## config.mk

```make
export PLATFORM = sky130hd
export DESIGN_NAME = dbus_wishbone_if
export DESIGN_NICKNAME = d
export VERILOG_FILES = /design/src/rtl/dbus_wishbone_if.sv
export SDC_FILE = /design/constraint.sdc
export NUM_CORES = 1
export LEC_CHECK = 0
export CORE_UTILIZATION = 25
export DETAILED_ROUTE_END_ITERATION = 12
export SYNTH_ARGS = -nofsm -noshare
export SYNTH_HDL_FRONTEND = slang
export SYNTH_SLANG_ARGS = --single-unit
```

## constraint.sdc

```tcl
create_clock -name clk -period 2.3 [get_ports clk]
set_input_delay 0.575 -clock clk [delete_from_list [all_inputs] [get_ports clk]]
set_output_delay 0.575 -clock clk [all_outputs]
set_load 0.01 [all_outputs]
```

## src/rtl/dbus_wishbone_if.sv

```systemverilog
// dbus_wishbone_if
// ----------------
// Data-side bus interface between the MEM stage and the external data memory.
// It turns the single-cycle RAM request from MEM (ce/we/sel/addr/data) into a
// classic Wishbone master cycle. It holds the pipeline via stallreq_o until the
// slave acknowledges, and returns load data to MEM. A watchdog counter aborts
// any cycle that goes TIMEOUT BUSY cycles without an acknowledge.
//
// Parameters
//   TIMEOUT     : BUSY cycles allowed without wb_ack_i before abort (1..255)
//
// Ports
//   clk, rst    : clock, synchronous active-high reset
//   cpu_ce_i    : MEM request valid
//   cpu_we_i    : 1 = store, 0 = load
//   cpu_addr_i  : byte address
//   cpu_sel_i   : byte lanes, bit 3 = bits 31:24
//   cpu_data_i  : store data
//   cpu_data_o  : load data back to MEM (combinational)
//   stall_i     : pipeline stall vector, bit 0 = PC .. bit 5 = WB
//   flush_i     : exception flush
//   stallreq_o  : stall request to ctrl (combinational)
//   bus_err_o   : one-cycle pulse when a cycle is aborted by the watchdog
//   wb_*_o      : registered Wishbone master outputs
//   wb_dat_i    : slave read data
//   wb_ack_i    : slave acknowledge
module dbus_wishbone_if #(
  parameter int TIMEOUT = 255
) (
  input  logic        clk,
  input  logic        rst,
  input  logic        cpu_ce_i,
  input  logic        cpu_we_i,
  input  logic [31:0] cpu_addr_i,
  input  logic [3:0]  cpu_sel_i,
  input  logic [31:0] cpu_data_i,
  output logic [31:0] cpu_data_o,
  input  logic [5:0]  stall_i,
  input  logic        flush_i,
  output logic        stallreq_o,
  output logic        bus_err_o,
  output logic [31:0] wb_adr_o,
  output logic [31:0] wb_dat_o,
  output logic [3:0]  wb_sel_o,
  output logic        wb_we_o,
  output logic        wb_stb_o,
  output logic        wb_cyc_o,
  input  logic [31:0] wb_dat_i,
  input  logic        wb_ack_i
);

  typedef enum logic [1:0] {
    IDLE       = 2'd0,
    BUSY       = 2'd1,
    WAIT_STALL = 2'd2
  } state_t;

  localparam logic [7:0] TO_LAST = 8'(TIMEOUT - 1);

  state_t      state;
  state_t      state_nxt;
  logic [7:0]  cnt;
  logic [31:0] rd_buf;
  logic        timeout_hit;
  logic        is_load;
  logic        stall_any;

  // wb_we_o is still valid for the whole BUSY phase, so it tells us whether
  // the access in flight is a load without keeping a separate flag.
  assign is_load     = ~wb_we_o;
  assign timeout_hit = (state == BUSY) && (cnt == TO_LAST);
  assign stall_any   = |stall_i;

  always_ff @(posedge clk) begin
    if (rst) begin
      state <= IDLE;
    end else begin
      state <= state_nxt;
    end
  end

  // Next state plus the combinational outputs to MEM/ctrl. Within BUSY the
  // priority is flush, then ack, then watchdog, so an ack landing on the
  // last allowed cycle still completes normally.
  always_comb begin
    state_nxt  = state;
    stallreq_o = 1'b0;
    cpu_data_o = 32'h0;
    unique case (state)
      IDLE: begin
        stallreq_o = cpu_ce_i & ~flush_i;
        if (cpu_ce_i && !flush_i) begin
          state_nxt = BUSY;
        end
      end
      BUSY: begin
        stallreq_o = ~wb_ack_i & ~flush_i & ~timeout_hit;
        if (wb_ack_i && !flush_i && is_load) begin
          cpu_data_o = wb_dat_i;
        end
        if (flush_i) begin
          state_nxt = IDLE;
        end else if (wb_ack_i || timeout_hit) begin
          state_nxt = stall_any ? WAIT_STALL : IDLE;
        end
      end
      WAIT_STALL: begin
        cpu_data_o = rd_buf;
        if (flush_i || !stall_any) begin
          state_nxt = IDLE;
        end
      end
      default: begin
        state_nxt = IDLE;
      end
    endcase
  end

  // Bus registers, read buffer, watchdog counter and error pulse.
  always_ff @(posedge clk) begin
    if (rst) begin
      wb_adr_o  <= 32'h0;
      wb_dat_o  <= 32'h0;
      wb_sel_o  <= 4'h0;
      wb_we_o   <= 1'b0;
      wb_stb_o  <= 1'b0;
      wb_cyc_o  <= 1'b0;
      rd_buf    <= 32'h0;
      cnt       <= 8'h0;
      bus_err_o <= 1'b0;
    end else begin
      bus_err_o <= 1'b0;
      unique case (state)
        IDLE: begin
          if (cpu_ce_i && !flush_i) begin
            wb_adr_o <= cpu_addr_i;
            wb_dat_o <= cpu_data_i;
            wb_sel_o <= cpu_sel_i;
            wb_we_o  <= cpu_we_i;
            wb_stb_o <= 1'b1;
            wb_cyc_o <= 1'b1;
            cnt      <= 8'h0;
          end
        end
        BUSY: begin
          if (flush_i) begin
            wb_adr_o <= 32'h0;
            wb_dat_o <= 32'h0;
            wb_sel_o <= 4'h0;
            wb_we_o  <= 1'b0;
            wb_stb_o <= 1'b0;
            wb_cyc_o <= 1'b0;
            rd_buf   <= 32'h0;
          end else if (wb_ack_i) begin
            wb_adr_o <= 32'h0;
            wb_dat_o <= 32'h0;
            wb_sel_o <= 4'h0;
            wb_we_o  <= 1'b0;
            wb_stb_o <= 1'b0;
            wb_cyc_o <= 1'b0;
            // Stores leave a zero here so a stalled store returns 0.
            rd_buf   <= is_load ? wb_dat_i : 32'h0;
          end else if (timeout_hit) begin
            wb_adr_o  <= 32'h0;
            wb_dat_o  <= 32'h0;
            wb_sel_o  <= 4'h0;
            wb_we_o   <= 1'b0;
            wb_stb_o  <= 1'b0;
            wb_cyc_o  <= 1'b0;
            rd_buf    <= 32'h0;
            bus_err_o <= 1'b1;
          end else if (cnt != 8'hFF) begin
            cnt <= cnt + 8'd1;
          end
        end
        WAIT_STALL: begin
          if (flush_i) begin
            rd_buf <= 32'h0;
          end
        end
        default: begin
        end
      endcase
    end
  end

endmodule

```

* Yosys cells after proc, flatten, opt, wreduce, memory -nomap -nowiden
Cells that the tools add are included.
** Storage, ports and cells
- Input port bits :: 112
- Output and inout port bits :: 105
- Word-level logic and storage cells :: 88
- Bits in registers :: 113
** Cells by class
- Add/sub/neg operators :: 1
- Bitwise gates (word level) :: 8
- Mux-type cells :: 40
- Equal/unequal tests :: 13
- Reductions and logical operators :: 17
** Operators with widths (count)
- $mux 32 :: 10
- $pmux 32 s2 :: 4
- $mux 8 :: 5
- $mux 4 :: 4
- $pmux 8 s2 :: 1
- $ne 2x2->1 const B :: 6
- $mux 2 :: 5
- $reduce_and 3->1 :: 3
- $add 8x1->8 const B :: 1
- $eq 8x8->1 const B :: 1
- $ne 8x8->1 const B :: 1
- $pmux 4 s2 :: 1
- $mux 1 :: 6
- $pmux 1 s2 :: 3
- $pmux 2 s3 :: 1
- $reduce_and 6->1 :: 1
- $reduce_or 6->1 :: 1
- $not 1->1 :: 5
- $logic_and 1x1->1 :: 4
- $ne 4x4->1 const B :: 1
- $reduce_bool 2->1 :: 2
- $reduce_or 4->1 :: 1
- $and 1x1->1 :: 3
- $ne 3x2->1 const B :: 1
- other kinds (6) :: 8

* Logic depth before layout (Yosys ltp)
Gate-level depths: netlist (run 1).
- Word-level depth :: 6
- Mapped depth :: 7
- Depth with buffers taken out :: 6

* Worst setup path before layout (run 1)
Ideal clock, no wire load.
- Path type :: register to output
- Start :: register cnt[0]
- End :: output stallreq_o
- Path buffers :: 1
- Cell stages (with the launch flop) :: 7
- Required time :: 1.725 ns
- Data arrival time :: 1.712 ns
- Setup slack :: 0.013 ns
- Cell sequence :: dfxtp_1 inv_1 ha_1 and3_1 a211oi_4 buf_6 o21bai_1
** On the way
- Cells in the longest elaborated chain, start to end :: 5
** RTL lines
- from (decl) :: RTL line 62 : logic [7:0] cnt;
- from (signal assigned) :: RTL line 173 : cnt <= cnt + 8'd1;
- $eq 8x8->1 :: RTL line 71 : assign timeout_hit = (state == BUSY) && (cnt == TO_LAST);
- $logic_and 1x1->1 :: RTL line 71
- $not 1->1 :: RTL line 97 : stallreq_o = ~wb_ack_i & ~flush_i & ~timeout_hit;
- $and 1x1->1 :: RTL line 97
- $pmux 1 s2 :: RTL line 89 : unique case (state)
- to (decl) :: RTL line 40 : output logic stallreq_o,
Every way passes these cells.

* Final worst setup path (run 1)
- Start :: register state[1]
- End :: output cpu_data_o[14]
** On the way
- Cells in the longest elaborated chain, start to end :: 2
- Elaborated cells between the ends (all ways) :: 3
- Those cells by class :: 2 x eq/ne; 1 x mux
** RTL lines
- from (decl) :: RTL line 60 : state_t state;
- from (signal assigned) :: RTL line 78 : state <= state_nxt;
- $eq 2x2->1 / $eq 2x1->1 (equally long branches) :: RTL line 89
- $pmux 32 s2 * :: RTL line 89
- to (decl) :: RTL line 37 : output logic [31:0] cpu_data_o,
Mark *: on every way between the ends. The rest lies on a longest branch, timed or not.

==> results of run 1 <==
-- per-stage QoR --
stage                     std cells  util, %  area [um^2]  power, mW  hold WS (ns)
after global routing           1044     44.1         8250       7.17         0.493
after floorplan                 550        -         4760       3.17         0.443
after CTS                      1042     43.6         8160       6.88         0.475
after global placement         1003     39.9         7460       4.12         0.458
final                          1045     44.1         8260       6.79         0.474
after detailed placement       1003     39.9         7460       4.13         0.457
-- metal layers --
| metal | up-vias | GRT usage [%] |
|---|---|---|
| met4 | 0 | 4.51 |
| met3 | 10 | 6.12 |
| li1 | 2466 | - |
| met2 | 179 | 26.4 |
| met5 | - | 0 |
| met1 | 2286 | 19.7 |
-- cell type report --
cell class	count	share of cell area, %
Tap cell	234	3.55
Antenna cell	2	0.0606
Timing Repair Buffer	275	31.9
Inverter	9	0.409
Multi-Input combinational cell	380	29.8
Clock buffer	22	5.86
Sequential cell	113	27.4
Clock inverter	10	1.02
-- registers in the layout (all words and copies together) (netlist names) --
| register | flops |
|---|---|
| cnt | 8 |
| wb_cyc_o | 1 |
| wb_we_o | 1 |
| rd_buf | 32 |
| wb_adr_o | 32 |
| wb_sel_o | 4 |
| state | 2 |
| wb_dat_o | 32 |
| bus_err_o | 1 |
-- final timing paths --
path                     to  slack [ns]  cells past startpoint
max          cpu_data_o[14]        0.01                      9
min            wb_adr_o[11]        0.47                      2
max reg2reg        state[1]        0.23                      8
min reg2reg    wb_adr_o[11]        0.47                      2
-- logic make-up after synthesis --
family,after synthesis,share of synthesized area [%]
flops,113,47.5
compound gates,231,30.2
fa+ha+maj,5,1.31
buf+inv,57,5.94
xor+xnor,1,0.184
mux,3,0.657
simple gates,140,14.2
-- power groups by stage --
stage | Sequential [mW] | Clock, mW | Combinational, mW
after floorplan | 2.33 | 0 | 0.832
after global placement | 2.27 | 0 | 1.85
after detailed placement | 2.27 | 0 | 1.85
after CTS | 2.24 | 2.59 | 2.05
after global routing | 2.27 | 2.70 | 2.21
final | 2.25 | 2.51 | 2.03
-- layout by cell type (no fill, tap or decap), drive strengths merged, types with 6 or more instances in the layout --
| cell | n |
|---|---|
| clkinv | 7 |
| clkdlybuf4s50 | 180 |
| dfxtp | 113 |
| a22o | 32 |
| a22oi | 32 |
| a21oi | 77 |
| nand2b | 6 |
| o21ai | 74 |
| nor2b | 34 |
| inv | 9 |
| nand2 | 74 |
| clkbuf | 22 |
| buf | 93 |
| nor2 | 10 |
-- repair_timing --
action	4_1_cts	5_1_grt
endpoints found under the setup margin	35	34
buffers inserted	2	1
pin swaps	4	2
cloned	5	0
endpoints found under the hold margin	0	0
gates resized for setup	172	18
hold buffers	0	0
-- worst reg2reg max path: cells and delay by family (launching register included) --
kind,cells,cell delay [ns]
muxes,1,0.34
adders and majority gates,1,0.15
AOI/OAI and AO/OA,2,0.37
buffers and inverters,3,0.60
and+or+nand+nor,1,0.16
DFF,1,0.33
==> flow_metrics.tcl, run 1 <==
set metrics [dict create \
    initial_utilization_pct 25.4 \
    min_from "wb_adr_o[11]" \
    powerDensity_nw_per_um2 822 \
    layout-drive-gt1-share_pct 21.4 \
    wl_met3_um 1140 \
    grt_pass1_vias 4710 \
    hp-class "flop to flop" \
    intPower_mw 4.80 \
    yosys-top-cells-area "dfxtp_1 48%, a21oi_1 8.1%, o21ai_1 7.4%, a22o_1 5.9%, nand2_1 5.8%" \
    numCtsBuffers 17 \
    portBuffers 216 \
    met1_length_um 6940 \
    fp.coreArea_um2 18700 \
    n_fill_cell 1865 \
    grt-ovfl-total 0 \
    setup_ws_ns 0.0127 \
    worstSetupStartpoint "state[1]" \
    synth-main-ff-cell "dfxtp_1" \
    path_cells "inv_2 > ha_4 > nand2b_4 > nor2_4 > buf_6 > buf_16 > a22oi_2 > nor2b_1 > buf_2" \
    seqPwrFrac_pct 33.1 \
    syn_inst 550 \
    vias 4941 \
    clockBufferDepth 2 \
    cp.required_ns 1.73 \
    clock_latency_ns 0.41 \
    fin_skew_ns 0.00886 \
    ys_seq_elements 113 \
    drv_cap 0 \
    ant_nets 0 \
    antenna_found_initial 1 \
    wl_um 15700 \
    min_period_ns 2.29 \
    wl_per_cell_um 15.0 \
    drt-vias-per-instance 4.73 \
    arrival_ns 1.71 \
    startpoint_type "flop" \
    crit_family "buffers and inverters" \
    p_comb_share_pct 30.0 \
    multi_input_area_um2 2460 \
    syn-cell-area_um2 4760 \
    crit_path_max_incr_delay_ns 0.32 \
    synth.yosys.seq_area_share_pct 47.5 \
    clkTransAtPathRegs_ns 0.06 \
    rsz0062_at_grt "yes" \
    dp_worst_setup_slack_ns -0.585 \
    cts_tree "yes" \
    crit_fanout 8 \
    drt_iter0_markers 137 \
    dp_hpwl_um 9710 \
    timing.fmax_mhz 437 \
    route.detailed.drc 0 \
    dr_wl_met2_um 7450 \
    syn_avg_cell_area_um2 8.65 \
    io_pins 217 \
    slew_headroom_pct 60.8 \
    htreeDepth 4 \
    synth_edf_count 0 \
    synthDistinctLibCells 40 \
    worstPathBufferInverterCount 4 \
    outcome "completed" \
    gp_congestion 0.734 \
    gr-usage-all-layers_pct 16.2 \
    finalHoldViolCount 0 \
    synth.cells.most_frequent "113 x dfxtp_1, 77 x a21oi_1, 74 x nand2_1" \
    ys_warn_count 0 \
    worstMarginPinSlew_ns 0.589 \
    p_sw_share_pct 29.4 \
    timing.final.crit_share_pct 99.4 \
    irDropWorstVdd_uv 579 \
    fp.dieW_um 140 \
    endpoint_kind "primary output" \
    cts-root-buf "clkbuf_16" \
    p_switching_mw 1.99 \
    synth_fp_nets 667 \
    worstSetupPathType "flop to primary output" \
    dieHeight_um 140 \
    fp-row-count 50 \
    drv_slew 0 \
    r2r_start "cnt[0]" \
    cp_slowest_cell "dfxtp_2" \
    p_leak_nw 3.00 \
    dieArea_um2 19600 \
    fin_nets 913 \
    seq_area_um2 2270 \
    async_flop_share_pct 0 \
    grt_pass1_wl_um 25100 \
    finalSetupViolCount 0 \
    grt_max_degree 72 \
    top_layer_used "met4" \
    cts.sinks 113 \
    firstDrtPassIters 4 \
    clockPowerShare_pct 37.0 \
    yosysMostFrequentCell "dfxtp_1" \
    yosys.area.top_type "dfxtp_1" \
    synth_top_area_share_pct 47.5 \
    setup_tns_ns 0 \
    syn2layout_area_growth_pct 73.5 \
]
No activity file was read; power rests on OpenSTA's default activity.
==> inputs of run 2 (changes only) <==
--- a/config.mk
+++ b/config.mk
@@ -6,6 +6,7 @@
 export NUM_CORES = 1
 export LEC_CHECK = 0
 export CORE_UTILIZATION = 25
+export CTS_BUF_LIST = sky130_fd_sc_hd__clkbuf_16
 export DETAILED_ROUTE_END_ITERATION = 12
 export SYNTH_ARGS = -nofsm -noshare
 export SYNTH_HDL_FRONTEND = slang
==> constraint.sdc (replaced) <==
create_clock -name clk -period 2.55 [get_ports clk]
set_input_delay 0.6375 -clock clk [delete_from_list [all_inputs] [get_ports clk]]
set_output_delay 0.6375 -clock clk [all_outputs]
set_load 0.01 [all_outputs]
==> flow_metrics.tcl, run 2 (synthesized netlist as in run 1, its figures left out) <==
set metrics [dict create \
    finalSetupViolCount 0 \
    numCtsBuffers 17 \
    setup_ws_ns 0.0864 \
    setup_tns_ns 0 \
    irDropWorstVdd_uv 583 \
    worst_hold_slack_ns 0.475 \
    startpoint_type "flop" \
    reg.largest.list "rd_buf x32, wb_adr_o x32, wb_dat_o x32" \
    dp_worst_setup_slack_ns -0.463 \
    final_area_um2 7950 \
    dp.cells 978 \
    utilization_pct 42.5 \
    arrival_ns 1.83 \
    worstSetupPathType "flop to primary output" \
    dieHeight_um 140 \
    slew_headroom_pct 43.3 \
    vias 4763 \
    p_total_mw 6.35 \
    endpoint_kind "primary output" \
    syn2layout_area_growth_pct 67.0 \
    path_depth 8 \
    fp.dieW_um 140 \
    cts.sinks 113 \
    wl_per_cell_um 14.6 \
    ant_nets 0 \
    grt-ovfl-total 0 \
    antenna_found_initial 2 \
    cp.required_ns 1.91 \
    finalHoldViolCount 0 \
    crit_fanout 8 \
    gr-usage-all-layers_pct 15.4 \
    crit_path_max_incr_delay_ns 0.41 \
    grt_max_degree 75 \
    crit_family "buffers and inverters" \
    use_met1_pct 19.1 \
    grt_pass1_vias 4667 \
    clkTransAtPathRegs_ns 0.05 \
    initial_utilization_pct 25.4 \
    holdBufCountCts 0 \
    dpl_cell_area_um2 7270 \
    timing.final.crit_share_pct 96.6 \
    fin_nets 883 \
    worstMarginPinSlew_ns 0.851 \
    fin_skew_ns 0.00696 \
    r2r_end "state[1]" \
    grtUsageMet3_pct 5.30 \
    crit_end "cpu_data_o[18]" \
    clock_latency_ns 0.41 \
    drv_slew 0 \
    portBuffers 216 \
    drt-vias-per-instance 4.70 \
    instances_no_fill 1014 \
    layout_commonest_cell "clkdlybuf4s50_1" \
    dieArea_um2 19600 \
    cts_tree "yes" \
    path_cells "ha_4 > nand2b_4 > nor2_4 > buf_6 > clkbuf_16 > a22oi_1 > nor2b_1 > buf_2" \
    mostFrequentLayoutCells "180 x clkdlybuf4s50_1, 113 x dfxtp_1, 77 x a21oi_1" \
    r2r_cells 7 \
    grt_pass1_wl_um 23900 \
    drv_cap 0 \
    gp_congestion 0.728 \
    firstDrtPassIters 5 \
    dp_hpwl_um 9240 \
    r2r_start "cnt[0]" \
    htreeDepth 4 \
    timing.fmax_mhz 406 \
    rsz0062_at_grt "yes" \
    io_pins 217 \
    fp-row-count 50 \
    fp.coreArea_um2 18700 \
    route.detailed.drc 0 \
    layout-drive-gt1-share_pct 15.4 \
    drt_iter0_markers 187 \
    cts-root-buf "clkbuf_16" \
    hp-class "flop to flop" \
    min_period_ns 2.46 \
    clockBufferDepth 2 \
    worstPathBufferInverterCount 3 \
    busiest_layer "met2" \
    outcome "completed" \
    worstSetupStartpoint "state[0]" \
    wl_um 14800 \
    powerDensity_nw_per_um2 799 \
    cp_slowest_cell "dfxtp_1" \
    use_met2_pct 24.8 \
    r2r_slack_ns 0.23 \
    p_leak_nw 2.86 \
]
[run 2: cell count changes in the layout (fill, tap and decap cells not counted), moves of 3 or more]
| cell | delta |
|---|---|
| clkinv_4 | +3 |
| a22oi_1 | +15 |
| bufinv_16 | +5 |
| a22oi_2 | -15 |
| inv_1 | +3 |
| ha_4 | -3 |
| clkinv_2 | -6 |
| clkbuf_8 | -4 |
| dfxtp_1 | +3 |
| buf_16 | -5 |
| buf_4 | -25 |
| dfxtp_2 | -3 |
[run 2: report_power, final]
part	switching [mW]	leakage, nW	internal (mW)
combinational	0.819	1.63	0.825
clock	0.856	0.320	1.83
sequential	0.0877	0.917	1.94
total	1.76	2.86	4.59
[run 2: repair_timing]
action                     4_1_cts  5_1_grt
setup endpoints to repair       33       34
pin swaps                        1        1
cloned                           1        1
setup buffers                    2        0
gates resized for setup        151       11
[run 2: worst min path at each step]
stage,slack [ns],start,to,depth (start not counted)
floorplan,0.44,rd_buf[10],rd_buf[10],1
detailed placement,0.46,rd_buf[13],rd_buf[13],1
finish,0.47,wb_adr_o[9],wb_adr_o[9],2
global route,0.49,rd_buf[25],rd_buf[25],1
global placement,0.46,rd_buf[2],rd_buf[2],1
CTS,0.48,rd_buf[26],rd_buf[26],1
[run 2: area by class of cell]
type	instances	area [um^2]
diodes	1	2.50
clock buffers	17	425
clock inverters	15	241
fillers	1860	10800
inverters	9	33.8
multi-input cells	380	2360
flip-flops and latches	113	2260
well taps	234	293
repair buffers	245	2330
[run 2: tightest hold or removal path: stages, from the launching register on]
cell	delay, ns
dfxtp_1	0.30
o21ai_1	0.06
a21oi_1	0.06
[run 2: layer usage]
layer	up-vias	routed length, um
met2	182	6720
met3	13	1090
li1	2400	-
met5	-	0
met1	2168	6860
met4	0	178
==> inputs of run 3 (changes only) <==
--- a/config.mk
+++ b/config.mk
@@ -5,6 +5,7 @@
 export SDC_FILE = /design/constraint.sdc
 export NUM_CORES = 1
 export LEC_CHECK = 0
+export CAP_MARGIN = 20
 export CORE_UTILIZATION = 25
 export CTS_BUF_LIST = sky130_fd_sc_hd__clkbuf_16
 export DETAILED_ROUTE_END_ITERATION = 12
==> results of run 3 <==
The final DEF is identical to that of run 2; final timing and power are the same.
